$ cat src/rtl/rv32i_pkg.sv
// Shared rv32i core types and constants; this slice holds the instruction-cache items.
package rv32i_pkg;

  localparam int unsigned DPW = 32;

  localparam logic [DPW-1:0] NOP_INSTR = 32'h0000_0013;

  typedef enum logic [1:0] {
    IDLE   = 2'd0,
    REQ    = 2'd1,
    REFILL = 2'd2
  } icache_state_e;

  function automatic int unsigned ic_index_bits(input int unsigned num_lines);
    return $clog2(num_lines);
  endfunction

  function automatic int unsigned ic_offset_bits(input int unsigned words_per_line);
    return $clog2(words_per_line);
  endfunction

  // Word-aligned address bits left over once index and offset are taken.
  function automatic int unsigned ic_tag_bits(input int unsigned num_lines,
                                              input int unsigned words_per_line);
    return DPW - 2 - $clog2(num_lines) - $clog2(words_per_line);
  endfunction

endpackage

$ cat src/rtl/i_cache_refill_fsm.sv
// Miss/refill sequencer: request handshake, refill word counter and sticky flush tracking.
module i_cache_refill_fsm
  import rv32i_pkg::*;
#(
  parameter  int unsigned WordsPerLine = 4,
  localparam int unsigned OffsetBits   = ic_offset_bits(WordsPerLine)
) (
  input  logic                  clk,
  input  logic                  rst,
  input  logic                  miss,
  input  logic                  flush,
  input  logic                  mem_req_ready,
  input  logic                  mem_rsp_valid,
  output icache_state_e         state,
  output logic                  mem_req_valid,
  output logic                  word_we_c,
  output logic [OffsetBits-1:0] word_idx,
  output logic                  line_we_c
);

  localparam logic [OffsetBits-1:0] LastWord = OffsetBits'(WordsPerLine - 1);

  icache_state_e         state_q, state_d;
  logic [OffsetBits-1:0] cnt_q, cnt_d;
  logic                  flushed_q, flushed_d;

  always_ff @(posedge clk) begin
    if (rst) begin
      state_q   <= IDLE;
      cnt_q     <= '0;
      flushed_q <= 1'b0;
    end else begin
      state_q   <= state_d;
      cnt_q     <= cnt_d;
      flushed_q <= flushed_d;
    end
  end

  always_comb begin
    state_d   = state_q;
    cnt_d     = cnt_q;
    flushed_d = flushed_q;
    word_we_c = 1'b0;
    line_we_c = 1'b0;
    case (state_q)
      IDLE: begin
        if (miss) state_d = REQ;
      end
      REQ: begin
        if (mem_req_ready) begin
          state_d = REFILL;
          cnt_d   = '0;
        end
      end
      REFILL: begin
        if (mem_rsp_valid) begin
          word_we_c = 1'b1;
          cnt_d     = cnt_q + OffsetBits'(1);
          if (cnt_q == LastWord) begin
            state_d   = IDLE;
            // A flush seen at any point during this refill leaves the line invalid.
            line_we_c = ~flushed_q & ~flush;
          end
        end
      end
      default: state_d = IDLE;
    endcase
    if (flush && (state_q != IDLE)) flushed_d = 1'b1;
    if (state_d == IDLE) flushed_d = 1'b0;
  end

  assign state         = state_q;
  assign mem_req_valid = (state_q == REQ);
  assign word_idx      = cnt_q;

endmodule

$ cat src/rtl/i_cache_dm.sv
// Direct-mapped read-only instruction cache for the fetch stage; same-cycle hit, line refill on miss.
module i_cache_dm
  import rv32i_pkg::*;
#(
  parameter int unsigned NumLines     = 16,
  parameter int unsigned WordsPerLine = 4,
  parameter int unsigned MissCntWidth = 16
) (
  input  logic                    clk,
  input  logic                    rst,
  input  logic [DPW-1:0]          PCF,
  input  logic                    req_valid,
  input  logic                    flush,
  output logic [DPW-1:0]          instr,
  output logic                    instr_valid,
  output logic                    stall,
  output logic                    mem_req_valid,
  output logic [DPW-1:0]          mem_req_addr,
  input  logic                    mem_req_ready,
  input  logic                    mem_rsp_valid,
  input  logic [DPW-1:0]          mem_rsp_data,
  output logic [MissCntWidth-1:0] miss_cnt
);

  localparam int unsigned IndexBits  = ic_index_bits(NumLines);
  localparam int unsigned OffsetBits = ic_offset_bits(WordsPerLine);
  localparam int unsigned TagBits    = ic_tag_bits(NumLines, WordsPerLine);
  localparam int unsigned LineBits   = TagBits + IndexBits;
  localparam int unsigned WordSlots  = NumLines * WordsPerLine;

  logic [OffsetBits-1:0] pc_off;
  logic [IndexBits-1:0]  pc_idx;
  logic [TagBits-1:0]    pc_tag;
  logic                  unused_pc_bits;

  assign pc_off         = PCF[OffsetBits+1:2];
  assign pc_idx         = PCF[OffsetBits+IndexBits+1:OffsetBits+2];
  assign pc_tag         = PCF[DPW-1:DPW-TagBits];
  assign unused_pc_bits = ^PCF[1:0];

  logic [DPW-1:0]          data_q [WordSlots];
  logic [TagBits-1:0]      tag_q  [NumLines];
  logic [NumLines-1:0]     valid_q;
  logic [LineBits-1:0]     miss_line_q;
  logic [MissCntWidth-1:0] miss_cnt_q;

  icache_state_e         state;
  logic                  hit;
  logic                  miss;
  logic                  word_we;
  logic                  line_we;
  logic [OffsetBits-1:0] word_idx;
  logic [IndexBits-1:0]  fill_idx;
  logic [TagBits-1:0]    fill_tag;

  assign hit = req_valid & valid_q[pc_idx] & (tag_q[pc_idx] == pc_tag) & (state == IDLE);
  assign miss = (state == IDLE) & req_valid & ~hit & ~flush;

  assign fill_idx = miss_line_q[IndexBits-1:0];
  assign fill_tag = miss_line_q[LineBits-1:IndexBits];

  i_cache_refill_fsm #(
    .WordsPerLine (WordsPerLine)
  ) u_refill_fsm (
    .clk           (clk),
    .rst           (rst),
    .miss          (miss),
    .flush         (flush),
    .mem_req_ready (mem_req_ready),
    .mem_rsp_valid (mem_rsp_valid),
    .state         (state),
    .mem_req_valid (mem_req_valid),
    .word_we_c     (word_we),
    .word_idx      (word_idx),
    .line_we_c     (line_we)
  );

  // Storage arrays and the latched miss line carry no reset; valid bits gate their use.
  always_ff @(posedge clk) begin
    if (miss) miss_line_q <= PCF[DPW-1:OffsetBits+2];
    if (word_we) data_q[{fill_idx, word_idx}] <= mem_rsp_data;
    if (line_we) tag_q[fill_idx] <= fill_tag;
  end

  always_ff @(posedge clk) begin
    if (rst) begin
      valid_q <= '0;
    end else if (flush) begin
      valid_q <= '0;
    end else if (line_we) begin
      valid_q[fill_idx] <= 1'b1;
    end
  end

  always_ff @(posedge clk) begin
    if (rst) begin
      miss_cnt_q <= '0;
    end else if (miss && !(&miss_cnt_q)) begin
      miss_cnt_q <= miss_cnt_q + MissCntWidth'(1);
    end
  end

  assign instr        = hit ? data_q[{pc_idx, pc_off}] : NOP_INSTR;
  assign instr_valid  = hit;
  assign stall        = (req_valid & ~hit) | (state != IDLE);
  assign mem_req_addr = {miss_line_q, (OffsetBits + 2)'(0)};
  assign miss_cnt     = miss_cnt_q;

endmodule

$ cat config.mk
export PLATFORM = sky130hd
export DESIGN_NAME = i_cache_dm
export DESIGN_NICKNAME = d
export VERILOG_FILES = /design/src/rtl/rv32i_pkg.sv /design/src/rtl/i_cache_refill_fsm.sv /design/src/rtl/i_cache_dm.sv
export SDC_FILE = /design/constraint.sdc
export NUM_CORES = 2
export LEC_CHECK = 0
export ABC_AREA = 1
export BUFFER_PORTS_ARGS = -buffer_cell sky130_fd_sc_hd__buf_2
export CORE_MARGIN = 4
export CORE_UTILIZATION = 36
export DETAILED_ROUTE_END_ITERATION = 7
export SYNTH_ARGS = -nofsm -noshare
export SYNTH_HDL_FRONTEND = slang
export SYNTH_SLANG_ARGS = --single-unit
$ cat constraint.sdc
create_clock -name clk -period 7.4 [get_ports clk]
set_input_delay 0.37 -clock clk [delete_from_list [all_inputs] [get_ports clk]]
set_output_delay 0.37 -clock clk [all_outputs]
set_load 0.05 [all_outputs]
* After elaboration in Yosys (flattened, before gate mapping)
Memories as Yosys holds them, arrays and structs flattened.
Cells that the tools add are included.
** Cells by class
- Reduce and logical (&&, ||, !) cells :: 12
- $lt $le $gt $ge :: 3
- Mux-type cells :: 22
- Bitwise operators :: 13
- Equality and inequality tests :: 6
- Add/subtract/negate cells :: 2
** Operators with widths (count)
- $mux W32 :: 1
- $eq A24 B24 Y1 :: 1
- $add A16 B1 Y16 const B :: 1
- $or A16 B16 Y16 :: 1
- $reduce_and A16 Y1 :: 1
- $mux W2 :: 6
- $mux W1 :: 11
- $lt A4 B5 Y1 const B :: 2
- $and A1 B1 Y1 :: 8
- $pmux W2 S3 :: 1
- $bmux W1 S4 :: 1
- $demux W1 S4 :: 1
- $eq A2 B2 Y1 const B :: 2
- $ge A4 B1 Y1 const B :: 1
- $logic_not A2 Y1 :: 2
- $pmux W2 S2 :: 1
- $reduce_bool A2 Y1 :: 2
- $reduce_or A2 Y1 :: 2
- $logic_and A1 B1 Y1 :: 3
- $not A1 Y1 :: 3
- $reduce_and A3 Y1 :: 1
- $add A2 B1 Y2 const B :: 1
- $eq A2 B1 Y1 const B :: 1
- $ne A2 B1 Y1 const B :: 1
- other kinds (3) :: 3
** Word-level totals
- Bits in writable memories :: 2432
- Output and inout port bits :: 83
- Bits of input ports :: 70
- Memories kept :: 2
- Logic and storage cells :: 66
- Register bits :: 65
** Memory list
- data_q :: depth 64, width 32, rd ports 1, clocked after Yosys merged registers in 0, write ports 1, line i_cache_dm.sv:41 : logic [DPW-1:0] data_q [WordSlots];
- tag_q :: depth 16, width 24, rd ports 1, clocked after Yosys merged registers in 0, write ports 1, line i_cache_dm.sv:42 : logic [TagBits-1:0] tag_q [NumLines];

* Longest topological paths before layout
- Depth in word-level cells :: 12
- Gate-level depth with buffers :: 20
- Gate-level depth less buffers :: 17

* Modules after synthesis
Synthesis repeated with hierarchy kept, for this count alone.
** Unflattened totals
- Cell total of the unflattened synthesis :: 7628
- Area, all modules :: 99416.6 µm²
** By module, submodules not included
- i_cache_dm :: instances 1, area an instance 99053.8 µm², sequential area each 74511.5 µm², cells each 7574
- i_cache_refill_fsm :: instances 1, area an instance 362.8 µm², sequential area each 100.1 µm², cells each 54

* Worst setup path after synthesis
OpenSTA, ideal clock, no wires.
- Kind :: register to register
- From :: reg u_refill_fsm.cnt_q[0], in the netlist u_refill_fsm.word_idx[0]
- To :: mem tag_q[5][0] in the netlist's numbering, enable pin
- Setup time :: 0.437 ns
- Slack :: 4.005 ns
- Arrival time :: 2.957 ns
- Stages on the path, launching flop included :: 6
- Period minus slack after synthesis :: 3.395 ns
- Cell sequence :: dfxtp_1 ha_1 inv_1 nor4_1 nand2_1 nor3_1
** Between the ends
- Cells in the longest elaborated chain, start to end :: 6
** Ends and longest elaborated chain
- from (decl) :: line i_cache_refill_fsm.sv:24 : logic [OffsetBits-1:0] cnt_q, cnt_d;
- from (signal assigned) :: line i_cache_refill_fsm.sv:34 : cnt_q <= cnt_d;
- $eq A2 B2 Y1 :: line i_cache_refill_fsm.sv:59 : if (cnt_q == LastWord) begin
- $mux W1 :: line i_cache_refill_fsm.sv:59
- $mux W1 :: line i_cache_refill_fsm.sv:56 : if (mem_rsp_valid) begin
- $mux W1 :: line i_cache_refill_fsm.sv:45 : case (state_q)
- $mux W1 :: line i_cache_dm.sv:82 : if (line_we) tag_q[fill_idx] <= fill_tag;
- $mux W1 (implied by the code) :: line i_cache_dm.sv:82
- to (decl) :: line i_cache_dm.sv:42
Every way passes these cells.

* Worst setup path in the final report
- From :: in PCF[6]
- To :: out instr[11]
** Between the ends
- Cells in the longest elaborated chain, start to end :: 6
- Elaborated cells on any way between the ends :: 9
** Ends and longest elaborated chain
- from (decl) :: line i_cache_dm.sv:11 : input logic [DPW-1:0] PCF,
- parallel branches: the longest is 5 deep, another holds $mem_v2 Z16 W24
- $mux W32 * :: line i_cache_dm.sv:103 : assign instr = hit ? data_q[{pc_idx, pc_off}] : NOP_INSTR;
- to (decl) :: line i_cache_dm.sv:14 : output logic [DPW-1:0] instr,
Mark *: on every way between the ends. The select of a mux whose other input is x is not followed.

==> results.py <==
metrics = {
    "timing": {
        "totalNegativeSetupSlack_ns": 0,
        "relSlewSlack_pct": 14.6,
        "layout_worst_path_cycle_share_pct": 75.7,
        "setup_viol": 0,
        "hold_viol": 0,
        "rsz_0062_raised_after_global_routing": "false",
        "tightest_slew_ns": 1.28,
        "final.min_clock_period_ns": 5.60,
        "clock.fmax_ghz": 0.179,
        "drv_slew": 0,
        "finalClockSkew_ns": 0.120,
    },
    "yosys": {
        "count_of_flip_flops_with_a_built_in_enable_after_synthesis": 2460,
        "post_synth_instance_area_mm2": 0.0995,
        "avgSynthCellArea_um2": 13.0,
        "synth_ff_type": "sky130_fd_sc_hd__edfxtp_1",
        "ys.warnings.count": 0,
        "postSynthCellCount": 7667,
        "synth-seq-area-share_pct": 75.0,
        "synth.ff_latch_count": 2497,
        "ys_types": 39,
        "synthArstFlopShare_pct": 0,
    },
    "setup_path": {
        "critPathArrivalTime_ns": 5.23,
        "r2r_cells": 5,
        "setup.worst_path.class": "primary input to output pin",
        "endpoint_kind": "output pin",
        "worstSetupPathDepth": 15,
        "critPathSlowestCell": "sky130_fd_sc_hd__inv_4",
        "worst_path_largest_cell_delay_ns": 0.65,
        "worst-path-buf-inv": 6,
        "startpoint_type": "primary input",
        "timing.critical_path.cells": "dlygate4sd3_1 > buf_6 > inv_4 > buf_4 > nand3_1 > nand3_1 > nand2_1 > nand2_1 > nand2_1 > nor2_1 > nand3_1 > nor2_4 > buf_4 > and3_1 > buf_2",
        "crit_family": "buffers and inverters",
        "timing.critical_path.required_ns": 7.03,
        "critical_path_peak_fanout": 51,
    },
    "detailed_routing": {
        "post_drt_via_cell_ratio": 5.58,
        "vias": 64577,
        "routed_wl_um": 284000,
        "detailedRoute.firstPassIterationCount": 6,
        "wl_per_cell_um": 24.5,
        "initialDrtViolationCount": 7104,
        "drt.antenna.violating_nets": 0,
        "post-route-drc-count": 0,
    },
    "cts": {
        "clock_insertion_delay_worst_skew_ns": 0.91,
        "clk_path_buf_depth": 4,
        "cts_hold_buf": 30,
        "clk_pin_slew_worst_paths_ns": 0.06,
        "cts_tree": "done",
        "post_cts_resize_count": 0,
        "cts.root.buffer_cell": "sky130_fd_sc_hd__clkbuf_16",
        "htree_num_levels": 4,
        "number_of_buffers_inserted_during_clock_tree_synthesis": 243,
        "number_of_post_cts_setup_repair_buffers": 0,
        "clk_sinks": 2497,
    },
    "global_route": {
        "grt_max_degree": 165,
        "grt_first_pass_wirelength_um": 413000,
        "first_global_vias": 61824,
        "grt_overflow": 0,
        "antenna_found_initial": 13,
        "gr-usage-all-layers_pct": 19.2,
    },
    "final_layout": {
        "num-nets-final": 7765,
        "syn2layout_area_growth_pct": 13.0,
        "finish.utilization_pct": 41.0,
        "drive_gt1_share_pct": 8.99,
    },
    "outcome": {
        "outcome": "completed",
    },
    "pwr": {
        "pwr_density_cell_mw_per_mm2": 260,
        "vdd.ir_drop.worst_v": 0.000237,
        "p_leak_nw": 36.7,
    },
    "floorplan": {
        "die_area_mm2": 0.285,
        "chipWidth_um": 534,
        "placementRows": 192,
        "die_y_um": 534,
        "top_level_i_o_count": 153,
        "coreArea_mm2": 0.274,
        "initial_core_util_pct": 36.3,
    },
    "placement": {
        "port_buffers": 146,
        "place_congestion": 0.808,
        "dp_hpwl_um": 142000,
    },
    "flow_run": {
        "drv_cap": 0,
    },
    "min_path": {
        "min_delay_path_depth": 5,
        "holdCritPathClass": "primary input to register",
    },
}
==> sequential cells by signal (all words and copies together), names as in the netlist <==
signal / cells
miss_cnt: 16
u_refill_fsm.flushed_q: 1
u_refill_fsm.state: 2
data_q: 2048
u_refill_fsm.word_idx: 2
valid_q: 16
miss_line_q: 28
tag_q: 384
==> cells in the mapped netlist, types with 2 or more instances <==
master                     number  area, um2
sky130_fd_sc_hd__clkbuf_2       2       10.0
sky130_fd_sc_hd__o32ai_1        2       17.5
sky130_fd_sc_hd__o211ai_1     133        998
sky130_fd_sc_hd__nor2_1       893       3350
sky130_fd_sc_hd__xnor2_1        6       52.6
sky130_fd_sc_hd__o221ai_1     173       1520
sky130_fd_sc_hd__dfxtp_1       37        741
sky130_fd_sc_hd__and3_1        27        169
sky130_fd_sc_hd__nor2_2         4       25.0
sky130_fd_sc_hd__a32o_1       120       1200
sky130_fd_sc_hd__buf_6         20        225
sky130_fd_sc_hd__o21ai_0      733       3670
sky130_fd_sc_hd__o22ai_1      121        757
sky130_fd_sc_hd__nand4_1       24        150
sky130_fd_sc_hd__nand3_1      296       1480
sky130_fd_sc_hd__nor3_1        13       65.1
sky130_fd_sc_hd__o21ai_1       24        120
sky130_fd_sc_hd__clkbuf_1     390       1460
sky130_fd_sc_hd__buf_4         12       90.1
sky130_fd_sc_hd__a21oi_1      377       1890
sky130_fd_sc_hd__nand3_4        2       35.0
sky130_fd_sc_hd__a221oi_1      99        867
sky130_fd_sc_hd__buf_1         32        120
sky130_fd_sc_hd__o31ai_1        6       45.0
sky130_fd_sc_hd__xor2_1         7       61.3
sky130_fd_sc_hd__inv_4          2       12.5
sky130_fd_sc_hd__buf_2         90        450
sky130_fd_sc_hd__ha_1           2       25.0
sky130_fd_sc_hd__edfxtp_1    2460      73900
sky130_fd_sc_hd__inv_1        155        582
sky130_fd_sc_hd__a31oi_1        6       37.5
sky130_fd_sc_hd__a221o_1       12        120
sky130_fd_sc_hd__nor4_1         3       18.8
sky130_fd_sc_hd__o311ai_0       7       61.3
sky130_fd_sc_hd__nand2_1     1373       5150
==> metrics by stage <==
stage / instances / hold WS, ns / total power, W / worst slack, ns / instance area (um2)
floorplan: 7670 / 0.435 / 0.0168 / 4.01 / 99500
global placement: 11104 / 0.446 / 0.0174 / 2.25 / 104000
global route: 11575 / 0.0632 / 0.0302 / 1.60 / 112000
CTS: 11575 / 0.0179 / 0.0294 / 1.92 / 112000
finish: 11580 / 0.0705 / 0.0293 / 1.80 / 112000
detailed placement: 11104 / 0.459 / 0.0174 / 2.24 / 104000
==> worst paths after layout <==
| check | start | to | slack [ns] |
|---|---|---|---|
| min reg2reg | valid_q[5] | valid_q[5] | 0.47 |
| max | PCF[6] | instr[11] | 1.80 |
| min | mem_rsp_valid | u_refill_fsm.word_idx[0] | 0.07 |
| max reg2reg | u_refill_fsm.word_idx[0] | tag_q[10][21] | 3.96 |
==> kinds of logic (layout without fill, tap and decap cells) <==
logic type | after synthesis | after routing | share of synthesized area, %
xor+xnor | 13 | 13 | 0.114
flops | 2497 | 2497 | 75.0
simple gates | 2637 | 2637 | 10.5
fa+ha+maj | 2 | 2 | 0.0252
other cells | 1 | 9 | 0.00377
compound gates | 1814 | 1814 | 11.4
buf+inv | 703 | 922 | 2.97
==> cells in the final DEF (no fill, tap or decap), drive strengths merged <==
master	netlist	layout
edfxtp	2460	2460
nand4	24	24
o311ai	7	7
inv	157	159
o211ai	133	133
diode	0	5
a31oi	6	6
bufinv	0	25
or2	1	1
nor2	897	897
nor4	3	3
o31ai	6	6
a32o	120	120
o22ai	121	121
a21oi	377	377
o32ai	2	2
clkinvlp	0	4
xnor2	6	6
clkinv	0	107
a221o	12	12
clkbuf	392	303
conb	1	4
buf	154	294
nand3b	1	1
ha	2	2
a211oi	1	1
nor3	13	13
xor2	7	7
dfxtp	37	37
nand2	1373	1373
a221oi	99	99
and3	27	27
dlygate4sd3	0	30
o21ai	757	757
nand3	298	298
o221ai	173	173
==> layout make-up <==
class / instances / area, um2
fill: 25121 / 162000
sequential: 2497 / 74600
multi-input combinational: 4470 / 22500
clock buffer: 303 / 6380
tap: 3686 / 4610
timing repair buffer: 324 / 2350
clock inverter: 138 / 1280
inverter: 157 / 632
antenna: 5 / 12.5
==> worst min-delay path, cell delays in order <==
cell,delay [ns]
sky130_fd_sc_hd__buf_2,0.18
sky130_fd_sc_hd__nand2_1,0.16
sky130_fd_sc_hd__nand2_1,0.10
sky130_fd_sc_hd__nand2_1,0.06
sky130_fd_sc_hd__a21oi_1,0.06
==> where the power goes <==
part           leakage [nW]  switching (W)  total [W]  internal, W
combinational          10.6        0.00119    0.00158     0.000396
clock                  3.74        0.00518     0.0121      0.00693
sequential             22.4      0.0000322     0.0156       0.0155
==> metal layers <==
| metal | global-route usage [%] | vias to the layer above | wire length, um |
|---|---|---|---|
| met5 | 0 | - | 101 |
| met4 | 5.61 | 16 | 8170 |
| met3 | 3.39 | 467 | 24600 |
| met2 | 30.9 | 2854 | 132000 |
| met1 | 26.6 | 32748 | 119000 |
| li1 | - | 28492 | - |
No activity file was read; power rests on OpenSTA's default activity.
